$ cat config.mk
export PLATFORM = sky130hd
export DESIGN_NAME = logic_unit_pipe
export DESIGN_NICKNAME = d
export VERILOG_FILES = /design/src/rtl/logic_unit_pipe.sv
export SDC_FILE = /design/constraint.sdc
export NUM_CORES = 1
export LEC_CHECK = 0
export ABC_AREA = 1
export CORE_ASPECT_RATIO = 1.4
export CORE_UTILIZATION = 25
export DETAILED_ROUTE_END_ITERATION = 12
export HOLD_SLACK_MARGIN = 0.03
export PLACE_DENSITY = 0.52
export SETUP_SLACK_MARGIN = 0.05
export SYNTH_ARGS = -nofsm -noshare
export SYNTH_HDL_FRONTEND = slang
export SYNTH_SLANG_ARGS = --single-unit
$ cat constraint.sdc
create_clock -name clk -period 2.5 [get_ports clk]
set_input_delay 0.75 -clock clk [delete_from_list [all_inputs] [get_ports clk]]
set_output_delay 0.75 -clock clk [all_outputs]
set_load 0.01 [all_outputs]
$ cat src/rtl/logic_unit_pipe.sv
// logic_unit_pipe
//   Registered bitwise logic unit with valid/ready handshakes on both sides
//   and a single output register. Beats can be folded into one accumulated
//   result (chain mode), e.g. an AND/OR/XOR reduction across words.
//
// Ports
//   clk        rising-edge clock
//   rst_n      asynchronous active-low reset
//   in_valid   input beat valid
//   in_ready   unit can accept a beat this cycle
//   op         0 AND, 1 OR, 2 XOR, 3 XNOR, 4 NAND, 5 NOR, 6 NOT a, 7 PASS a
//   a, b       operands (WIDTH bits)
//   chain      beat starts or continues an accumulation chain
//   last       final beat of a chain (ignored when not chaining)
//   out_valid  result valid
//   out_ready  downstream accepts result
//   result     registered result (WIDTH bits)
//   zero       result == 0, registered with result
//   parity     XOR-reduce of result, registered with result
//
// FSM
//   state | meaning
//   IDLE  | no chain open; beats are single ops or start a chain
//   CHAIN | chain open; acc/op_lat hold the running value and latched op

module logic_unit_pipe #(
    parameter int WIDTH = 8
) (
    input  logic             clk,
    input  logic             rst_n,
    input  logic             in_valid,
    output logic             in_ready,
    input  logic [2:0]       op,
    input  logic [WIDTH-1:0] a,
    input  logic [WIDTH-1:0] b,
    input  logic             chain,
    input  logic             last,
    output logic             out_valid,
    input  logic             out_ready,
    output logic [WIDTH-1:0] result,
    output logic             zero,
    output logic             parity
);

    localparam logic [0:0] IDLE  = 1'b0;
    localparam logic [0:0] CHAIN = 1'b1;

    logic [0:0]       state;
    logic [WIDTH-1:0] acc;
    logic [2:0]       op_lat;

    logic             accept;
    logic             load;
    logic             open_chain;
    logic [WIDTH-1:0] beat_val;

    // y is always the newly arriving operand (a), so NOT/PASS act on a both
    // for single beats and inside a chain; x is b or the running accumulator.
    function automatic logic [WIDTH-1:0] f(
        input logic [2:0]       fop,
        input logic [WIDTH-1:0] x,
        input logic [WIDTH-1:0] y
    );
        logic [WIDTH-1:0] r;
        case (fop)
            3'd0:    r = x & y;
            3'd1:    r = x | y;
            3'd2:    r = x ^ y;
            3'd3:    r = ~(x ^ y);
            3'd4:    r = ~(x & y);
            3'd5:    r = ~(x | y);
            3'd6:    r = ~y;
            default: r = y;
        endcase
        return r;
    endfunction

    assign in_ready = !out_valid || out_ready;
    assign accept   = in_valid && in_ready;

    always_comb begin
        beat_val   = '0;
        load       = 1'b0;
        open_chain = 1'b0;
        if (state == CHAIN) begin
            beat_val = f(op_lat, acc, a);
            load     = accept && last;
        end else begin
            beat_val   = f(op, b, a);
            open_chain = accept && chain && !last;
            load       = accept && !(chain && !last);
        end
    end

    always_ff @(posedge clk or negedge rst_n) begin
        if (!rst_n) begin
            state     <= IDLE;
            acc       <= '0;
            op_lat    <= '0;
            out_valid <= 1'b0;
            result    <= '0;
            zero      <= 1'b0;
            parity    <= 1'b0;
        end else begin
            // A new load wins over a pop in the same cycle.
            if (load) begin
                result    <= beat_val;
                zero      <= ~|beat_val;
                parity    <= ^beat_val;
                out_valid <= 1'b1;
            end else if (out_valid && out_ready) begin
                out_valid <= 1'b0;
            end

            if (open_chain) begin
                acc    <= beat_val;
                op_lat <= op;
                state  <= CHAIN;
            end else if (state == CHAIN && accept) begin
                acc <= beat_val;
                if (last) begin
                    state <= IDLE;
                end
            end
        end
    end

endmodule

* Yosys cells after proc, flatten, opt, wreduce, memory -nomap -nowiden
Cells that the tools add are included.
** Storage, ports and cells
- Register bits :: 23
- Bits in latches :: 0
- Bits in writable memories :: 0
- ROM bits :: 0
- Input port bits :: 25
- Output and inout port bits :: 12
- Word-level logic and storage cells :: 65
- Memories :: 0
** Cells by class
- Add/sub/neg operators :: 0
- $mul :: 0
- Divide/modulo/power cells :: 0
- $lt $le $gt $ge :: 0
- Equal/unequal tests :: 12
- Shifts and indexed selects :: 0
- Multiplexer cells :: 12
- Bitwise logic cells :: 13
- Reductions and logical operators :: 21
** Operators by type and width (count)
- case mux 8 bit (7 select lines) :: 2
- NOT 8 bit :: 7
- 2-to-1 mux 8 bit :: 3
- equality test 3 bit (second input constant) :: 6
- AND 8 bit :: 2
- bitwise OR 8 bit :: 2
- XOR 8 bit :: 2
- equality test 3 x 2 -> 1 bit (second input constant) :: 4
- logical AND 1 bit :: 8
- OR reduction 8 bit :: 1
- parity 8 bit :: 1
- 2-to-1 mux 1 bit :: 7
- equality test 3 x 1 -> 1 bit (second input constant) :: 2
- logical NOT 3 bit :: 2
- nonzero test 2 bit :: 3
- logical NOT 1 bit :: 4
- AND reduction 2 bit :: 1
- logical OR 1 bit :: 1

* Depth between registers and ports, before layout
Gate-level depths: netlist of the first run.
- Depth in word-level cells :: 8
- Mapped depth :: 15

* Worst setup path before layout of the first run
OpenSTA, ideal clock, no wires.
- Path type :: input-to-reg
- From :: input op[2]
- To :: register parity
- Arrival :: 2259 ps
- Required time :: 2379 ps
- Slack :: 120 ps
- Stages :: 14
- Buffers on the path :: 2
- Path through :: buf_2 inv_2 buf_2 nand4_1 nand2_1 nor2_1 nand2_1 nand2_1 nand2_1 inv_1 ha_1 xnor2_1 xnor2_1 o21ai_1
** Between the ends
- Longest elaborated chain between the ends :: 4
- Elaborated cells between the ends (all ways) :: 10
- Classes of those cells :: eq/ne: 6; mux: 2; reduce/logical: 2
** RTL lines
- from (decl) :: line 33 : input logic [2:0] op,
- equality test 3 bit (tied with other cells) :: line 65 : case (fop)
- case mux 8 bit (7 select lines) * :: line 65
- 2-to-1 mux 8 bit * :: line 85 : if (state == CHAIN) begin
- parity 8 bit * :: line 109 : parity <= ^beat_val;
- to (signal assigned) :: line 109
- to (decl) :: line 42 : output logic parity
Mark *: on every way between the ends. The rest lies on a longest branch, timed or not.
A chain may end at the register's enable or synchronous reset.

* Final worst setup path of the first run
- From :: input a[5]
- To :: register parity
** Between the ends
- Longest elaborated chain between the ends :: 5
- Elaborated cells between the ends (all ways) :: 17
- Classes of those cells :: mux: 3; bitwise: 13; reduce/logical: 1
** RTL lines
- from (decl) :: line 34 : input logic [WIDTH-1:0] a,
- bitwise OR 8 bit (tied with other cells) :: line 67, 71
- NOT 8 bit (on tied branches) :: line 71, 69, 70
- case mux 8 bit (7 select lines) :: line 65
- 2-to-1 mux 8 bit * :: line 85
- parity 8 bit * :: line 109
Marks and branches as above.

==> run metrics, run 1 <==
status finished, final reports clean; Flop pwr share 19.7%; fillcell total 1256; VDD IR max 0.0005978 V; YS warnings 0; Synth Instances 497; Slew Viols, Final 0; die height 133.3 um; CP Cell Sequence dlygate4sd2_1 > buf_4 > ha_1 > nand3b_1 > nand2_1 > nor2_1 > nand2_1 > nand2_1 > nand2_2 > inv_2 > ha_4 > xnor2_4 > xnor2_2 > o21ai_1; die width 95.78 um; row count 47; synth top area cells nand2_1, dfrtp_1, ha_1, nand4_1, inv_1; fin crit share 93.49%; CP bufs+invs 3; Net Sw Power 1.515 mW; PD cells 780.4 nW/um^2; nets 642; I/O pins 37; critical path arrival 2.48 ns; mapped cell area 3078 sq um; Clock Skew 0.001939 ns; reg-to-reg startpoint op_lat[0]; setup_tns 0 ns; Power, Total 3.358 mW; share of cells above drive strength 1 25.86%; CP most frequent cell nand2_1; Synth Net Count 558; Vias/cell 4.717; Pleak 2.342 nW; Worst Setup Path Type input port to register; clock power share 10.2%; post-DP HPWL 7486 um; diode count 0; CTS tree yes; CP Max Fanout 2; cts hold-fix bufs 0; Final Setup Violations 0; most frequent cells in the layout nand2_1, buf_4, nand4_1; post-synthesis average cell area 6.193 sq um; crit path launch type input port; first-pass GRT wire length 16270 um; drt first pass iters 5; Setup WS pre-CTS -0.5121 ns; Max clock buf depth 2; RSZ-0062 raised after global routing false; cts bufs inserted 3; Yosys reg bits 23; drt total wl 9660 um; Starting DRT DRC Count 186; H-tree depth 1; final core occ 36.04%; reg-to-reg slack, setup 0.30 ns; Fin. Hold Viols 0; Sw Share 45.11%; initial cell density of the core 25.78%; area grow syn2layout 39.80%; Setup crit end kind register; Register Area 575.6 sq um; ANT nets after route 0; port buffer count 36; WL/cell 13.29 um; die area 12770 sq um; Clk Latency, worst-skew pair 0.25 ns; vias in the first global route 3362; initial antenna violation count 0; largest net degree at the start of global routing 28; CP max stage delay 0.29 ns; Worst-Margin Slew 0.3962 ns; vias 3429; Core Footprint 11940 sq um; Slew headroom 73.58%; area leader, netlist nand2_1; RR Endpoint parity; CP max stage cell ha_4; clk sink count 23; Power Internal 1.843 mW; Setup crit end parity; worst min path class register to register; Worst path top cell family by delay adder cells; maximum clock frequency 0.4279 GHz; Yosys cell types 24; most common cell after layout, fill and taps aside nand2_1; clock slew at reported path FFs 0.06 ns; WP data required 2.64 ns; Seq/Total Area, Yosys 18.70%; grt total ovfl 0; maxcap violations 0; GRT Resource Usage Total 15.75%; crit path from a[5]; Worst path depth 14; Hold Worst Slack 0.4825 ns; Logic pwr share 70.2%; worst setup margin 0.1627 ns; area of the multi-input gates 2325 sq um; # DRC 0; share of the synthesized area in the top cell type 20.85%; cell depth of the worst flop-to-flop path 14; GP Congestion 0.8789; clk root buf clkbuf_16; minimum clock period 2.337 ns
[registers in the layout (all words and copies together), names as in the netlist]
| signal | count |
|---|---|
| zero | 1 |
| op_lat | 3 |
| parity | 1 |
| result | 8 |
| state | 1 |
| acc | 8 |
| out_valid | 1 |
[per-stage QoR]
step,area [sq um],instances
2_1_floorplan,3078,497
3_3_place_gp,3929,713
3_5_place_dp,3929,713
4_1_cts,4115,720
5_1_grt,4303,727
6_report,4303,727
[layout make-up]
cell class	count	area share [%]
Multi-Input combinational cell	379	54.03
Timing Repair Buffer	103	20.18
Sequential cell	23	13.38
Inverter	71	6.310
Tap cell	147	4.274
Clock buffer	4	1.832
[worst reg2reg max path, cell delays in order (launching register included)]
cell and delay, ns:
dfrtp_1 0.46, buf_4 0.19, nor2_2 0.14, buf_4 0.19, nand3_1 0.08, nand2_1 0.08, nor2_1 0.04, nand2_1 0.05
nand2_1 0.06, nand2_2 0.09, inv_2 0.05, ha_4 0.25, xnor2_4 0.18, xnor2_2 0.13, o21ai_1 0.08
[cell families after synthesis]
| group | count (synthesis) | share of synthesized area (%) |
|---|---|---|
| compound gates | 28 | 4.797 |
| xor+xnor | 3 | 0.8538 |
| fa+ha+maj | 36 | 14.63 |
| buf+inv | 95 | 13.58 |
| flops | 23 | 18.70 |
| simple gates | 312 | 47.44 |
[power groups by stage]
stage               logic (mW)  registers, mW  clock network, mW
global placement          1.90          0.671                  0
global route              2.60          0.688              0.359
finish                    2.36          0.661              0.341
CTS                       2.05          0.666              0.347
detailed placement        1.92          0.669                  0
floorplan                 1.23          0.652                  0
[how the worst min path moves through the flow]
stage / from / endpoint / slack [ns] / depth (start not counted)
after floorplan: rst_n / acc[0] / 0.45 / 0
final: result[0] / result[0] / 0.48 / 2
after CTS: result[0] / result[0] / 0.49 / 2
after global routing: result[4] / result[4] / 0.51 / 2
after detailed placement: result[4] / result[4] / 0.47 / 2
after global placement: result[2] / result[2] / 0.47 / 2
[synth_stat cells, drive strengths merged]
cell type / n
ha: 36
nand3b: 19
nand3: 35
xnor2: 3
nand2: 172
o21ai: 8
nand4: 45
nor2: 41
a21oi: 20
buf: 24
inv: 71
dfrtp: 23
[layer usage]
layer | part of all wire (%) | vias up | GRT usage (%)
li1 | - | 1766 | -
met1 | 44 | 1544 | 20.08
met2 | 49 | 98 | 27.10
met3 | 4.8 | 21 | 1.199
met4 | 2.6 | 0 | 6.053
met5 | 0 | - | 0
[repair_timing]
item                       CTS  global route
gates cloned                 0             0
resized for setup           40            52
setup buffers                3             7
setup endpoints to repair    3             2
pin swaps                    7            27
Power figures use the tool's default switching activity.
==> inputs of run 2 (changes only) <==
PLACE_DENSITY = 0.42   (was 0.52)
SLEW_MARGIN = 20   (was not set)
==> run 2 against run 1 <==
Net effect:
- fmax is 0.17% lower
- global-route usage grew 0.74 points
- via count grew 0.41%
- combinational power shrank 6%
- sequential share of layout area fell by 0.062 points
- power down 3.3%
- register-to-register slack better by 0.06 ns
==> run metrics, run 2 (synthesis gave the netlist of run 1 again) <==
status finished, final reports clean; CP Max Fanout 2 (unchanged); Worst Setup Path Type input port to register; drt first pass iters 4 (-1); die area 12770 sq um (unchanged); VDD IR max 0.0006122 V (+2.4%); GRT Resource Usage Total 16.49% (+0.74 points); Slew Viols, Final 0 (unchanged); WP data required 2.64 ns (about the same); vias 3443 (+0.41%); CP max stage delay 0.26 ns (-0.03 ns); maxcap violations 0 (unchanged); initial antenna violation count 0 (unchanged); nets 638 (-0.62%); first-pass GRT wire length 16750 um (+2.9%); leading registers by flop count acc: 8 flops, result: 8 flops, op_lat: 3 flops; Worst-Margin Slew 0.3780 ns (-0.01821 ns); Vias/cell 4.762 (+0.96%); crit path from a[0]; most frequent cells in the layout nand2_1, buf_4, nand4_1; reg-to-reg startpoint op_lat[2]; H-tree depth 1 (unchanged); ANT nets after route 0 (unchanged); Final Setup Violations 0 (unchanged); # DRC 0 (unchanged); Slew headroom 74.80% (+1.2 points); clk root buf clkbuf_16; Max clock buf depth 2 (unchanged); minimum clock period 2.341 ns (+0.003952 ns); RSZ-0062 raised after global routing false; design area 4323 sq um (+0.47%); CTS tree yes; Pleak 2.392 nW (+2.1%); crit path launch type input port; diode count 0 (unchanged); area grow syn2layout 40.45%; clock slew at reported path FFs 0.06 ns (about the same); grt total ovfl 0 (unchanged); die width 95.78 um (unchanged); Setup crit end kind register; Clock Skew 0.001965 ns (+0.00002573 ns); setup_tns 0 ns (unchanged); I/O pins 37 (unchanged); PD cells 750.9 nW/um^2 (-3.8%); largest net degree at the start of global routing 28 (unchanged); vias in the first global route 3412 (+1.5%); Power, Total 3.246 mW (-3.3%); CP Cell Sequence dlygate4sd2_1 > buf_4 > ha_1 > nand3b_1 > nand2_1 > nor2_1 > nand2_1 > nand2_1 > nand2_2 > inv_2 > ha_4 > xnor2_2 > xnor2_1 > o21ai_1; CP most frequent cell nand2_1; CP bufs+invs 3 (unchanged); placed cell areas 3949 sq um (+0.51%); row count 47 (unchanged); Clk Latency, worst-skew pair 0.25 ns (about the same); WL/cell 14.26 um (+7.3%); Worst path top cell family by delay simple AND/OR/NAND/NOR gates; cts bufs inserted 3 (unchanged); worst hold start result[1]; most common cell after layout, fill and taps aside nand2_1; post-DP HPWL 8051 um (+7.5%); die height 133.3 um (unchanged); Core Footprint 11940 sq um (unchanged); share of cells above drive strength 1 24.13% (-1.7 points); maximum clock frequency 0.4271 GHz (-0.17%); CP max stage cell dlygate4sd2_1; initial cell density of the core 25.78% (unchanged); worst min path class register to register; port buffer count 36 (unchanged); Starting DRT DRC Count 212 (+14%); drt total wl 10310 um (+6.7%); Fin. Hold Viols 0 (unchanged); fin crit share 93.65% (+0.16 points); critical path arrival 2.48 ns (about the same); GP Congestion 0.8271 (-5.9%); clk sink count 23 (unchanged)
## run 2: changes by cell type in the layout (fill, tap and decap cells not counted), sizes merged
cell,delta
dlymetal6s2s,+7
dlygate4sd2,+2
clkdlybuf4s15,-6
clkbuf,-3
buf,-4
## run 2: worst paths after layout
path | cells after the start | to | slack [ns]
hold reg to reg | 2 | result[1] | 0.48
max in group asynchronous | 2 | acc[0] | 1.42
min in group asynchronous | 2 | out_valid | 0.85
hold / removal | 2 | result[1] | 0.48
setup reg to reg | 13 | parity | 0.36
setup / recovery | 14 | parity | 0.16
## run 2: routing by layer
metal / part of all wire (%) / vias to the layer above / track usage [%]
li1: - / 1760 / -
met1: 46 / 1590 / 21.71
met2: 49 / 80 / 29.09
met5: 0 / - / 0
met4: 1.7 / 0 / 4.063
met3: 3.3 / 13 / 0.6849
## run 2: area by class of cell
class	instances	area, sq um
timing repair buffer	99	899.6
inverter	71	274.0
clock buffer	4	78.83
fill	1327	7615
tap	147	183.9
sequential	23	575.6
multi-input combinational	379	2311
## run 2: what timing repair did
action                     CTS  global route
resized for setup           39            43
hold endpoints to repair     0             0
hold buffers                 0             0
gates cloned                 0             0
setup buffers                0             5
pin swaps                    6            14
setup endpoints to repair    3             2
## run 2: through the flow
step                hold slack [ns]  utilization [%]  cells  setup WS [ns]
floorplan                    0.4544                -    497         0.1204
global placement             0.4672            33.08    714        -0.5242
detailed placement           0.4643            33.08    714        -0.5000
CTS                          0.4850            34.78    718       -0.05688
global route                 0.5011            36.21    723        0.03987
finish                       0.4799            36.21    723         0.1588
## run 2: worst reg2reg max path: stages, from the launching register on
cell     delay, ns
dfrtp_1       0.46
inv_4         0.29
nor2_8        0.07
inv_2         0.16
nand2_1       0.08
nor2_1        0.10
nand2_1       0.09
nand2_1       0.08
nand2_2       0.05
inv_1         0.09
ha_4          0.21
xnor2_2       0.13
xnor2_1       0.14
o21ai_1       0.07
## run 2: where the power goes
group          internal [mW]  switching, mW  leakage (nW)
sequential             0.528          0.159         0.290
clock                  0.218          0.129        0.0382
combinational           1.00           1.21          2.06
total                   1.75           1.50          2.39
==> inputs of run 3 (changes only) <==
CORE_MARGIN = 4   (was not set)
==> run 3 against run 2 <==
Net effect:
- register-to-register slack lost 0.15 ns
- worst setup slack got worse by 0.039 ns
- wire length rose by 1.3%
- sequential share of layout area fell by 0.15 points
- power barely moved
- critical endpoint unchanged
- critical path type unchanged
- highest routed layer unchanged
- utilization increased by 0.41 points
- global-route usage is 1.6 points lower
==> run metrics, run 3 (synthesis gave the netlist of run 1 again) <==
Worst-Margin Slew 0.4324 ns (+0.05436 ns); clock slew at reported path FFs 0.06 ns (about the same); CTS tree yes; vias 3457 (+0.41%); GP Congestion 0.8758 (+5.9%); worst min path class register to register; H-tree depth 1 (unchanged); CP bufs+invs 3 (unchanged); CP max stage delay 0.27 ns (about the same); port buffer count 36 (unchanged); maxcap violations 0 (unchanged); Power Internal 1.758 mW (+0.46%); initial antenna violation count 0 (unchanged); Worst Setup Path Type input port to register; ANT nets after route 0 (unchanged); PD cells 742.9 nW/um^2 (-1.1%); status finished, final reports clean; Hold Worst Slack 0.4812 ns (+0.001372 ns); placed cell areas 3919 sq um (-0.76%); grt total ovfl 0 (unchanged); Flop pwr share 21.2% (about the same); share of cells above drive strength 1 24.66% (+0.52 points); nets 642 (+0.63%); diode count 0 (unchanged); Vias/cell 4.755 (-0.15%); die area 14180 sq um (+11%); Max clock buf depth 2 (unchanged); CP Max Fanout 2 (unchanged); Final Setup Violations 0 (unchanged); drt first pass iters 5 (+1); vias in the first global route 3388 (-0.70%); maximum clock frequency 0.4201 GHz (-1.6%); CP most frequent cell nand2_1; clk root buf clkbuf_16; area grow syn2layout 42.03%; VDD IR max 0.0005297 V (-13%); CP max stage cell ha_4; cts bufs inserted 3 (unchanged); Logic pwr share 68.1% (about the same); Clock Skew 0.002131 ns (+0.0001661 ns); Sw Share 45.87% (-0.22 points); I/O pins 37 (unchanged); cts hold-fix bufs 0 (unchanged); Starting DRT DRC Count 163 (-23%); critical path arrival 2.51 ns (+0.03 ns); GRT Resource Usage Total 14.89% (-1.6 points); drt total wl 10440 um (+1.3%); final core occ 36.62% (+0.41 points); Clk Latency, worst-skew pair 0.25 ns (about the same); row count 47 (unchanged); initial cell density of the core 25.78% (unchanged); Power, Total 3.248 mW (about the same); largest net degree at the start of global routing 27 (-3.6%); crit path launch type input port; WL/cell 14.36 um (+0.73%); design area 4372 sq um (+1.1%); Worst path top cell family by delay simple AND/OR/NAND/NOR gates; minimum clock period 2.380 ns (+0.03915 ns); Slew Viols, Final 0 (unchanged); most frequent cells in the layout nand2_1, buf_4, nand4_1; Fin. Hold Viols 0 (unchanged); clk sink count 23 (unchanged); leading registers by flop count acc: 8 flops, result: 8 flops, op_lat: 3 flops; Core Footprint 11940 sq um (unchanged); post-DP HPWL 8094 um (+0.53%); Setup crit end kind register; CP Cell Sequence dlygate4sd2_1 > buf_4 > ha_1 > nand3b_1 > nand2_1 > nor2_1 > nand2_1 > nand2_1 > nand2_2 > inv_1 > ha_4 > xnor2_2 > xnor2_1 > o21ai_1; die width 101.8 um (+6.3%); # DRC 0 (unchanged); die height 139.3 um (+4.5%); clock power share 10.7% (about the same); first-pass GRT wire length 17090 um (+2.1%); most common cell after layout, fill and taps aside nand2_1; RSZ-0062 raised after global routing true; Pleak 2.379 nW (-0.54%); Net Sw Power 1.490 mW (-0.44%); WP data required 2.63 ns (about the same); Slew headroom 71.07% (-3.7 points); fin crit share 95.21% (+1.6 points)
## run 3: cell types whose count changed in the layout (fill, tap and decap cells not counted), moves of 3 or more
cell             previous run  this run
clkdlybuf4s15_1             1         5
inv_2                      26        23
clkbuf_2                    2         5
ha_1                       18        21
dlymetal6s2s_1             11         4
buf_4                      55        58
## run 3: what timing repair did
item                                    4_1_cts  5_1_grt
hold endpoints to repair                      0        0
gates resized for setup                      46       47
cloned                                        1        2
buffers inserted                              8        2
endpoints found under the setup margin        2        4
pin swaps                                    13       25
## run 3: final cells by class
cell class / instances / area (sq um)
Inverter: 71 / 289.0
Timing Repair Buffer: 103 / 944.7
Sequential cell: 23 / 575.6
Clock buffer: 4 / 78.83
Fill cell: 1281 / 7566
Multi-Input combinational cell: 379 / 2300
Tap cell: 147 / 183.9
## run 3: power by group through the flow
stage / Combinational (mW) / Sequential [mW] / Clock (mW)
2_1_floorplan: 1.23 / 0.652 / 0
3_3_place_gp: 1.92 / 0.703 / 0
3_5_place_dp: 1.93 / 0.695 / 0
4_1_cts: 2.11 / 0.692 / 0.357
5_1_grt: 2.49 / 0.716 / 0.381
6_report: 2.21 / 0.688 / 0.347
## run 3: through the flow
step / instances / TNS, ns / setup WS (ns)
after detailed placement: 710 / -0.9263 / -0.5319
after floorplan: 497 / 0 / 0.1204
after CTS: 723 / -0.08543 / -0.08543
final: 727 / 0 / 0.1196
after global placement: 710 / -0.8226 / -0.5048
after global routing: 727 / 0 / 0.002566
## run 3: worst reg2reg max path, cell delays in order (launching register included)
cell and delay, ns:
dfrtp_1 0.53, nand2_2 0.18, buf_4 0.15, nor2_8 0.03, inv_2 0.16, nand2_1 0.09, nor2_1 0.10, nand2_1 0.07
nand2_1 0.09, nand2_2 0.07, buf_4 0.13, buf_4 0.12, buf_4 0.12, buf_4 0.12, buf_4 0.13, nand2_1 0.05
nand2_1 0.05
## run 3: layer usage
metal	track usage, %	vias to the layer above	wire, um	share of wire (%)
met3	1.452	13	467	4.5
met5	0	-	0	0
met4	4.482	0	227	2.2
met2	26.28	87	5342	51
met1	18.81	1580	4406	42
li1	-	1777	-	-
## run 3: path summary, 6_finish.rpt
kind | startpoint | end | slack, ns | cells after the start
min in group asynchronous | rst_n | out_valid | 0.85 | 2
worst max register to register | op_lat[0] | result[1] | 0.21 | 16
max in group asynchronous | rst_n | op_lat[1] | 1.42 | 2
worst max-delay path | a[4] | parity | 0.12 | 14
worst min-delay path | result[4] | result[4] | 0.48 | 2
worst min register to register | result[4] | result[4] | 0.48 | 2
